**config.mk**
```make
export PLATFORM = sky130hd
export DESIGN_NAME = sync_fifo_flags
export DESIGN_NICKNAME = d
export VERILOG_FILES = /design/src/rtl/sync_fifo_pkg.sv /design/src/rtl/fifo_sdp_ram.sv /design/src/rtl/sync_fifo_flags.sv
export SDC_FILE = /design/constraint.sdc
export NUM_CORES = 1
export LEC_CHECK = 0
export CORE_ASPECT_RATIO = 2
export CORE_MARGIN = 4
export CORE_UTILIZATION = 54
export DETAILED_ROUTE_END_ITERATION = 10
export PLACE_DENSITY = 0.84
export SLEW_MARGIN = 10
export SYNTH_ARGS = -nofsm -noshare
export SYNTH_HDL_FRONTEND = slang
export SYNTH_SLANG_ARGS = --single-unit
```
**constraint.sdc**
```tcl
create_clock -name clk -period 3.8 [get_ports clk]
set_clock_uncertainty 0.15 [all_clocks]
set_input_delay 0.76 -clock clk [delete_from_list [all_inputs] [get_ports clk]]
set_output_delay 0.76 -clock clk [all_outputs]
set_load 0.005 [all_outputs]
```
**src/rtl/sync_fifo_pkg.sv**
```systemverilog
// rtl/sync_fifo_pkg.sv - width helpers and FWFT output-stage state for sync_fifo_flags
package sync_fifo_pkg;

    typedef enum logic {
        OUT_EMPTY = 1'b0,
        OUT_VALID = 1'b1
    } out_state_t;

    function automatic int addr_w(input int depth);
        return $clog2(depth);
    endfunction

    // One extra bit so the pointers can tell a full FIFO from an empty one.
    function automatic int cnt_w(input int depth);
        return $clog2(depth) + 1;
    endfunction

endpackage

```
**src/rtl/fifo_sdp_ram.sv**
```systemverilog
// rtl/fifo_sdp_ram.sv - simple dual-port RAM, one write port and one registered read port
module fifo_sdp_ram #(
    parameter int WIDTH  = 16,
    parameter int DEPTH  = 16,
    parameter int ADDR_W = $clog2(DEPTH)
) (
    input  logic              clk,
    input  logic              rst_n,
    input  logic              we,
    input  logic [ADDR_W-1:0] waddr,
    input  logic [WIDTH-1:0]  wdata,
    input  logic              re,
    input  logic [ADDR_W-1:0] raddr,
    output logic [WIDTH-1:0]  rdata
);

    logic [WIDTH-1:0] mem [DEPTH];

    always_ff @(posedge clk) begin
        if (we) begin
            mem[waddr] <= wdata;
        end
    end

    // Only the read register is reset; the array keeps whatever it held.
    always_ff @(posedge clk or negedge rst_n) begin
        if (!rst_n) begin
            rdata <= '0;
        end else if (re) begin
            rdata <= mem[raddr];
        end
    end

endmodule

```
**src/rtl/sync_fifo_flags.sv**
```systemverilog
// rtl/sync_fifo_flags.sv - single-clock FIFO with count, threshold flags, sticky errors, flush
// Define SYNC_FIFO_FWFT_EN for first-word-fall-through output; default is 1-cycle read latency.
module sync_fifo_flags
    import sync_fifo_pkg::*;
#(
    parameter int WIDTH     = 16,
    parameter int DEPTH     = 16,
    parameter int AF_THRESH = DEPTH - 2,
    parameter int AE_THRESH = 2
) (
    input  logic                   clk,
    input  logic                   rst_n,
    input  logic                   flush,
    input  logic                   wr_en,
    input  logic [WIDTH-1:0]       wr_data,
    output logic                   full,
    output logic                   almost_full,
    input  logic                   rd_en,
    output logic [WIDTH-1:0]       rd_data,
    output logic                   rd_valid,
    output logic                   empty,
    output logic                   almost_empty,
    output logic [$clog2(DEPTH):0] count,
    output logic                   overflow,
    output logic                   underflow
);

    localparam int ADDR_W = addr_w(DEPTH);
    localparam int CNT_W  = cnt_w(DEPTH);

    logic [CNT_W-1:0] wr_ptr;
    logic [CNT_W-1:0] rd_ptr;
    logic [CNT_W-1:0] ram_count;
    logic             ram_empty;
    logic             wr_accept;
    logic             rd_advance;
    logic             underflow_set;

    assign ram_count = wr_ptr - rd_ptr;
    assign ram_empty = (wr_ptr == rd_ptr);
    assign wr_accept = wr_en && !full && !flush;

`ifdef SYNC_FIFO_FWFT_EN
    out_state_t out_state;
    out_state_t out_state_next;
    logic       pop;

    assign pop        = rd_en && (out_state == OUT_VALID);
    assign rd_advance = !ram_empty && !flush && ((out_state == OUT_EMPTY) || pop);
    assign rd_valid   = (out_state == OUT_VALID);
    assign empty      = !rd_valid;
    assign count      = ram_count + CNT_W'(rd_valid);
    assign full       = (32'(count) == DEPTH);

    always_ff @(posedge clk or negedge rst_n) begin
        if (!rst_n) begin
            out_state <= OUT_EMPTY;
        end else begin
            out_state <= out_state_next;
        end
    end

    always_comb begin
        out_state_next = out_state;
        if (flush) begin
            out_state_next = OUT_EMPTY;
        end else if (rd_advance) begin
            out_state_next = OUT_VALID;
        end else if (pop) begin
            out_state_next = OUT_EMPTY;
        end
    end
`else
    logic rd_valid_q;

    assign empty      = ram_empty;
    assign full       = (wr_ptr[ADDR_W] != rd_ptr[ADDR_W]) &&
                        (wr_ptr[ADDR_W-1:0] == rd_ptr[ADDR_W-1:0]);
    assign count      = ram_count;
    assign rd_advance = rd_en && !ram_empty && !flush;
    assign rd_valid   = rd_valid_q;

    always_ff @(posedge clk or negedge rst_n) begin
        if (!rst_n) begin
            rd_valid_q <= 1'b0;
        end else begin
            rd_valid_q <= rd_advance;
        end
    end
`endif

    assign almost_full  = (32'(count) >= AF_THRESH);
    assign almost_empty = (32'(count) <= AE_THRESH);

    // A read colliding with a write into a completely empty FIFO loses nothing, so it is not an error.
    assign underflow_set = rd_en && empty && !(wr_en && (count == '0));

    always_ff @(posedge clk or negedge rst_n) begin
        if (!rst_n) begin
            wr_ptr    <= '0;
            rd_ptr    <= '0;
            overflow  <= 1'b0;
            underflow <= 1'b0;
        end else if (flush) begin
            wr_ptr    <= '0;
            rd_ptr    <= '0;
            overflow  <= 1'b0;
            underflow <= 1'b0;
        end else begin
            if (wr_accept) begin
                wr_ptr <= wr_ptr + 1'b1;
            end
            if (rd_advance) begin
                rd_ptr <= rd_ptr + 1'b1;
            end
            if (wr_en && full) begin
                overflow <= 1'b1;
            end
            if (underflow_set) begin
                underflow <= 1'b1;
            end
        end
    end

    fifo_sdp_ram #(
        .WIDTH  (WIDTH),
        .DEPTH  (DEPTH),
        .ADDR_W (ADDR_W)
    ) u_ram (
        .clk   (clk),
        .rst_n (rst_n),
        .we    (wr_accept),
        .waddr (wr_ptr[ADDR_W-1:0]),
        .wdata (wr_data),
        .re    (rd_advance),
        .raddr (rd_ptr[ADDR_W-1:0]),
        .rdata (rd_data)
    );

endmodule

```
---- After elaboration in Yosys (flattened, before gate mapping) ----
Memory sizes are Yosys's and may differ from the RTL's. A register that Yosys moved wholly into a read port is not among the register bits.
Cells that the tools add are included.
cells by class
  shift operators ......................... 0
  equality and inequality tests ........... 3
  add/sub/neg operators ................... 3
  $mul .................................... 0
  reduce and logical (&&, ||, !) cells .... 19
  bitwise gates (word level) .............. 0
  mux-type cells .......................... 10
  $lt $le $gt $ge ......................... 2
  divide/modulo/power cells ............... 0
operators by type and width
  kind                                                 count
  two-way mux 5 bit                                    4
  adder 5 x 1 -> 5 bit, second input constant          2
  logical AND 1 bit                                    9
  nonzero test 2 bit                                   4
  two-way mux 1 bit                                    6
  equality test 5 bit                                  1
  >= comparator 5 x 4 -> 1 bit, second input constant  1
  <= comparator 5 x 2 -> 1 bit, second input constant  1
  zero test 1 bit                                      5
  zero test 5 bit                                      1
  subtractor 5 bit                                     1
  equality test 4 bit                                  1
  != test 1 bit                                        1
storage, ports and cells
  bits in latches ......................... 0
  bits in read-only memories .............. 0
  memories ................................ 1
  bits of input ports ..................... 21
  bits in registers ....................... 13
  RAM bits ................................ 256
  output and inout bits ................... 28
memories
  memory     words  bits a word  read ports  clocked after Yosys merged registers in  write ports  RTL line            text
  u_ram.mem  16     16           1           1                                        1            fifo_sdp_ram.sv:17  logic [WIDTH-1:0] mem [DEPTH];

---- Longest topological paths before layout ----
  depth in word-level cells ............... 7
  depth in mapped cells ................... 13

---- Cells and area by module ----
From an unflattened synthesis, not the netlist that was laid out.
second synthesis, totals
  cell total of the unflattened synthesis .. 542
  area total of the unflattened synthesis .. 11277.1 µm²
modules (own cells, without submodules)
  module           area each (µm²)  instances  cells an instance
  fifo_sdp_ram     10458.8          1          452
  sync_fifo_flags  818.3            1          90

---- Worst setup path before layout ----
OpenSTA, ideal clock, no wires.
  path type ............................... reg2reg
  start point ............................. register rd_ptr[1]
  end point ............................... memory u_ram.mem[3][0] (enable)
  setup time .............................. 0.409 ns
  data required time ...................... 3.241 ns
  arrival ................................. 3.414 ns
  clock period less this slack ............ 3.973 ns
  path buffers ............................ 3
  slack ................................... -0.173 ns
  stages on the path, launching flop included .. 11
  path through ............................ dfrtp_1 buf_2 buf_2 inv_2 buf_2 ha_1 nand4_1 nor2_1 nor3_1 nand2_1 nor3_1
on the way
  longest elaborated chain between the ends .. 7
RTL lines
  what                                     RTL line                text
  from (decl)                              sync_fifo_flags.sv:32   logic [CNT_W-1:0] rd_ptr;
  from (signal assigned)                   sync_fifo_flags.sv:114  rd_ptr <= rd_ptr + 1'b1;
  equality test 4 bit                      sync_fifo_flags.sv:78   (wr_ptr[ADDR_W-1:0] == rd_ptr[ADDR_W-1:0]);
  logical AND 1 bit                        sync_fifo_flags.sv:77   assign full = (wr_ptr[ADDR_W] != rd_ptr[ADDR_W]) &&
  via full                                 sync_fifo_flags.sv:16   output logic full,
  zero test 1 bit                          sync_fifo_flags.sv:41   assign wr_accept = wr_en && !full && !flush;
  logical AND 1 bit (2 in series)          sync_fifo_flags.sv:41
  two-way mux 1 bit                        fifo_sdp_ram.sv:20      if (we) begin
  two-way mux 1 bit (not written as such)  fifo_sdp_ram.sv:21      mem[waddr] <= wdata;
  to (decl)                                fifo_sdp_ram.sv:17
The timed path passes the listed nets, and every way through them passes these cells.

---- Worst setup path after layout ----
  start point ............................. register rd_ptr[0]
  end point ............................... output port almost_empty
on the way
  longest elaborated chain between the ends .. 2
RTL lines
  what                          RTL line               text
  subtractor 5 bit              sync_fifo_flags.sv:39  assign ram_count = wr_ptr - rd_ptr;
  <= comparator 5 x 2 -> 1 bit  sync_fifo_flags.sv:93  assign almost_empty = (32'(count) <= AE_THRESH);
  to (decl)                     sync_fifo_flags.sv:22  output logic almost_empty,
Every way passes these cells.

==> results_dict.tcl <==
set metrics [dict create \
    run_status "finished, final reports clean" \
    setup_violations 0 \
    die_x_um 110 \
    leakage_nw 4.32 \
    drc_errors 0 \
    holdPathStages 2 \
    crit_chain "ha_1 > fa_1 > nand2b_1 > a21oi_1 > xnor2_1 > inv_1 > a2111oi_1 > dlygate4sd2_1" \
    synth.most_common_cell "edfxtp_1" \
    synth_area_per_cell_um2 20.8 \
    grt_max_degree 67 \
    syn_nets 571 \
    worst_path_largest_cell_delay_ns 0.48 \
    timing.critical_path.buf_inv 2 \
    worst_slew_pin_slew_ns 1.00 \
    synth_top_area_share_pct 68.6 \
    dp_slack_ns 0.283 \
    port-buffer-count 48 \
    synth.distinct_cells 38 \
    drive_above_1_share_pct 23.7 \
    ios 49 \
    syn_to_final_growth_pct 15.4 \
    timing.slew.headroom_pct 33.0 \
    slowest_stage "dfrtp_4" \
    placed_cell_area_um2 12100 \
    cts-root-buf "clkbuf_16" \
    final_nets 649 \
    drv_slew 0 \
    drt_iter0_markers 559 \
    ant_nets 0 \
    synth_area_um2 11200 \
    hpwlAfterDp_um 14000 \
    wire_per_inst_um 26.2 \
    dp.cells 859 \
    arrival_ns 2.78 \
    grt_pass1_wl_um 35600 \
    regToRegSetupSlack_ns 0.97 \
    synth-warning-count 0 \
    max_freq_mhz 271 \
    min_path_type "flip-flop to flip-flop" \
    grt_antenna_before_repair 0 \
    period_minus_slack_ns 3.69 \
    drt_wl_total_um 23600 \
    utilization_pct 63.2 \
    cts_tree "built" \
    path_delay_family "adder cells" \
    grt_pass1_vias 5899 \
    synthTopCellsByCount "256 x edfxtp_1, 64 x mux4_2, 33 x mux2i_1" \
    rr_startpoint "wr_ptr[3]" \
    reg2reg_to "u_ram.rdata[13]" \
    synth_area_leaders "edfxtp_1 69%, mux4_2 13%, dfrtp_1 6.5%" \
    firstDrtPassIters 5 \
    peakVddDrop_mv 0.341 \
    fin_tns_setup_ns 0 \
    htreeDepth 1 \
    cp.required_ns 2.89 \
    placeableCoreArea_um2 20500 \
    syn_inst 540 \
    synth_ff_type "edfxtp_1" \
    clkLatencyLatePin_ns 0.52 \
    cts_made_buffers 22 \
    routed_via_density 6.19 \
    initial_utilization_pct 54.8 \
    seq_area_frac_synth_pct 75.1 \
    crit_path_end_kind "output pin" \
    n_antenna_cell 0 \
    rsz0062_at_grt "false" \
    synth_edf_count 256 \
    rows 74 \
    gr-total-overflow 0 \
    hold_buffers 0 \
    powerDensity_nw_per_um2 553 \
    fin_cells 899 \
    vias 5565 \
    synth_area_leader_cell "edfxtp_1" \
    ys_ff_latch 285 \
    ys_async_sr_fraction_pct 10.2 \
    place.gp.congestion 0.760 \
    clock_path_buffers 3 \
    startpoint "rd_ptr[0]" \
    fp.dieH_um 212 \
    grt_util_all_layers_pct 21.3 \
    ff2ff_path_depth 7 \
    holdWs_ns 0.347 \
    holdCritStartpoint "u_ram.rdata[0]" \
    power_mw 7.16 \
    die_area_um2 23300 \
    maxCapViolCount 0 \
    path_clk_slew_ns 0.07 \
    final_area_um2 12900 \
    cts_sinks 285 \
    fillers 1302 \
    hold_viol 0 \
    crit_type "flip-flop to output pin" \
    cp-start-kind "flip-flop" \
    hold_end "u_ram.rdata[0]" \
    min_period_over_period_pct 97.1 \
    setup_slack_ns 0.109 \
    path_max_fanout 3 \
]
report_power, final:
| part | internal (mW) | total (mW) | leakage, nW | switching [mW] |
|---|---|---|---|---|
| Combinational | 0.555 | 1.04 | 1.26 | 0.490 |
| Sequential | 3.53 | 3.62 | 2.68 | 0.0851 |
| Clock | 1.46 | 2.50 | 0.379 | 1.04 |
| Total | 5.54 | 7.16 | 4.32 | 1.61 |
per-layer routing:
layer,track usage (%),up-vias,part of all wire [%]
met5,0,-,0
met4,9.94,0,4.5
met3,2.93,62,7.2
met2,36.3,269,54
met1,26.7,2899,34
li1,-,2335,-
cells in the final DEF (no fill, tap or decap), types with 5 or more instances in the layout:
cell type / count
a21oi_1: 5
clkbuf_16: 23
nor2_1: 28
o221ai_1: 5
bufinv_16: 5
clkdlybuf4s50_1: 47
ha_1: 9
nand2_1: 22
edfxtp_1: 256
inv_1: 11
o221ai_2: 11
buf_4: 31
mux2i_1: 33
xor2_1: 8
dfrtp_1: 26
mux4_2: 64
layout make-up:
class,count,area [um^2],share of cell area [%]
clock inverter,12,199,1.54
multi-input combinational,217,2630,20.3
sequential,285,8420,65.1
timing repair buffer,79,712,5.50
inverter,13,53.8,0.416
tap,266,333,2.57
clock buffer,27,591,4.56
registers in the layout, summed over array words and instances, names as in the netlist:
name	flops
u_ram.rdata	16
rd_valid	1
overflow	1
rd_ptr	5
wr_ptr	5
u_ram.mem	256
underflow	1
worst max path at each step:
stage | to | cells past startpoint | slack, ns
after floorplan | u_ram.mem[15][0] | 10 | 0.25
after global placement | almost_empty | 9 | 0.36
after detailed placement | almost_empty | 9 | 0.28
after CTS | almost_empty | 8 | 0.09
after global routing | almost_empty | 8 | 0.008
final | almost_empty | 8 | 0.11
timing repair:
| action | in CTS | in global routing |
|---|---|---|
| resized for setup | 1 | 1 |
| setup buffers | 1 | 0 |
| hold endpoints to repair | 0 | 0 |
| pin swaps | 0 | 0 |
| endpoints found under the setup margin | 1 | 1 |
kinds of logic after synthesis:
kind of cell	after synthesis	share of synthesized area (%)
flip-flops	285	75.1
multiplexers	97	15.8
AND/OR/NAND/NOR	71	2.85
buffers and inverters	38	1.65
AO/OA/AOI/OAI	27	2.50
XOR/XNOR	12	0.938
adder cells (fa/ha/maj)	10	1.18
tightest hold or removal path, stage by stage, from the launching register on:
cell and delay (ns):
dfrtp_1 0.35, nand2_1 0.06, o221ai_2 0.05
Note: power is estimated with default switching activity, not from simulation.
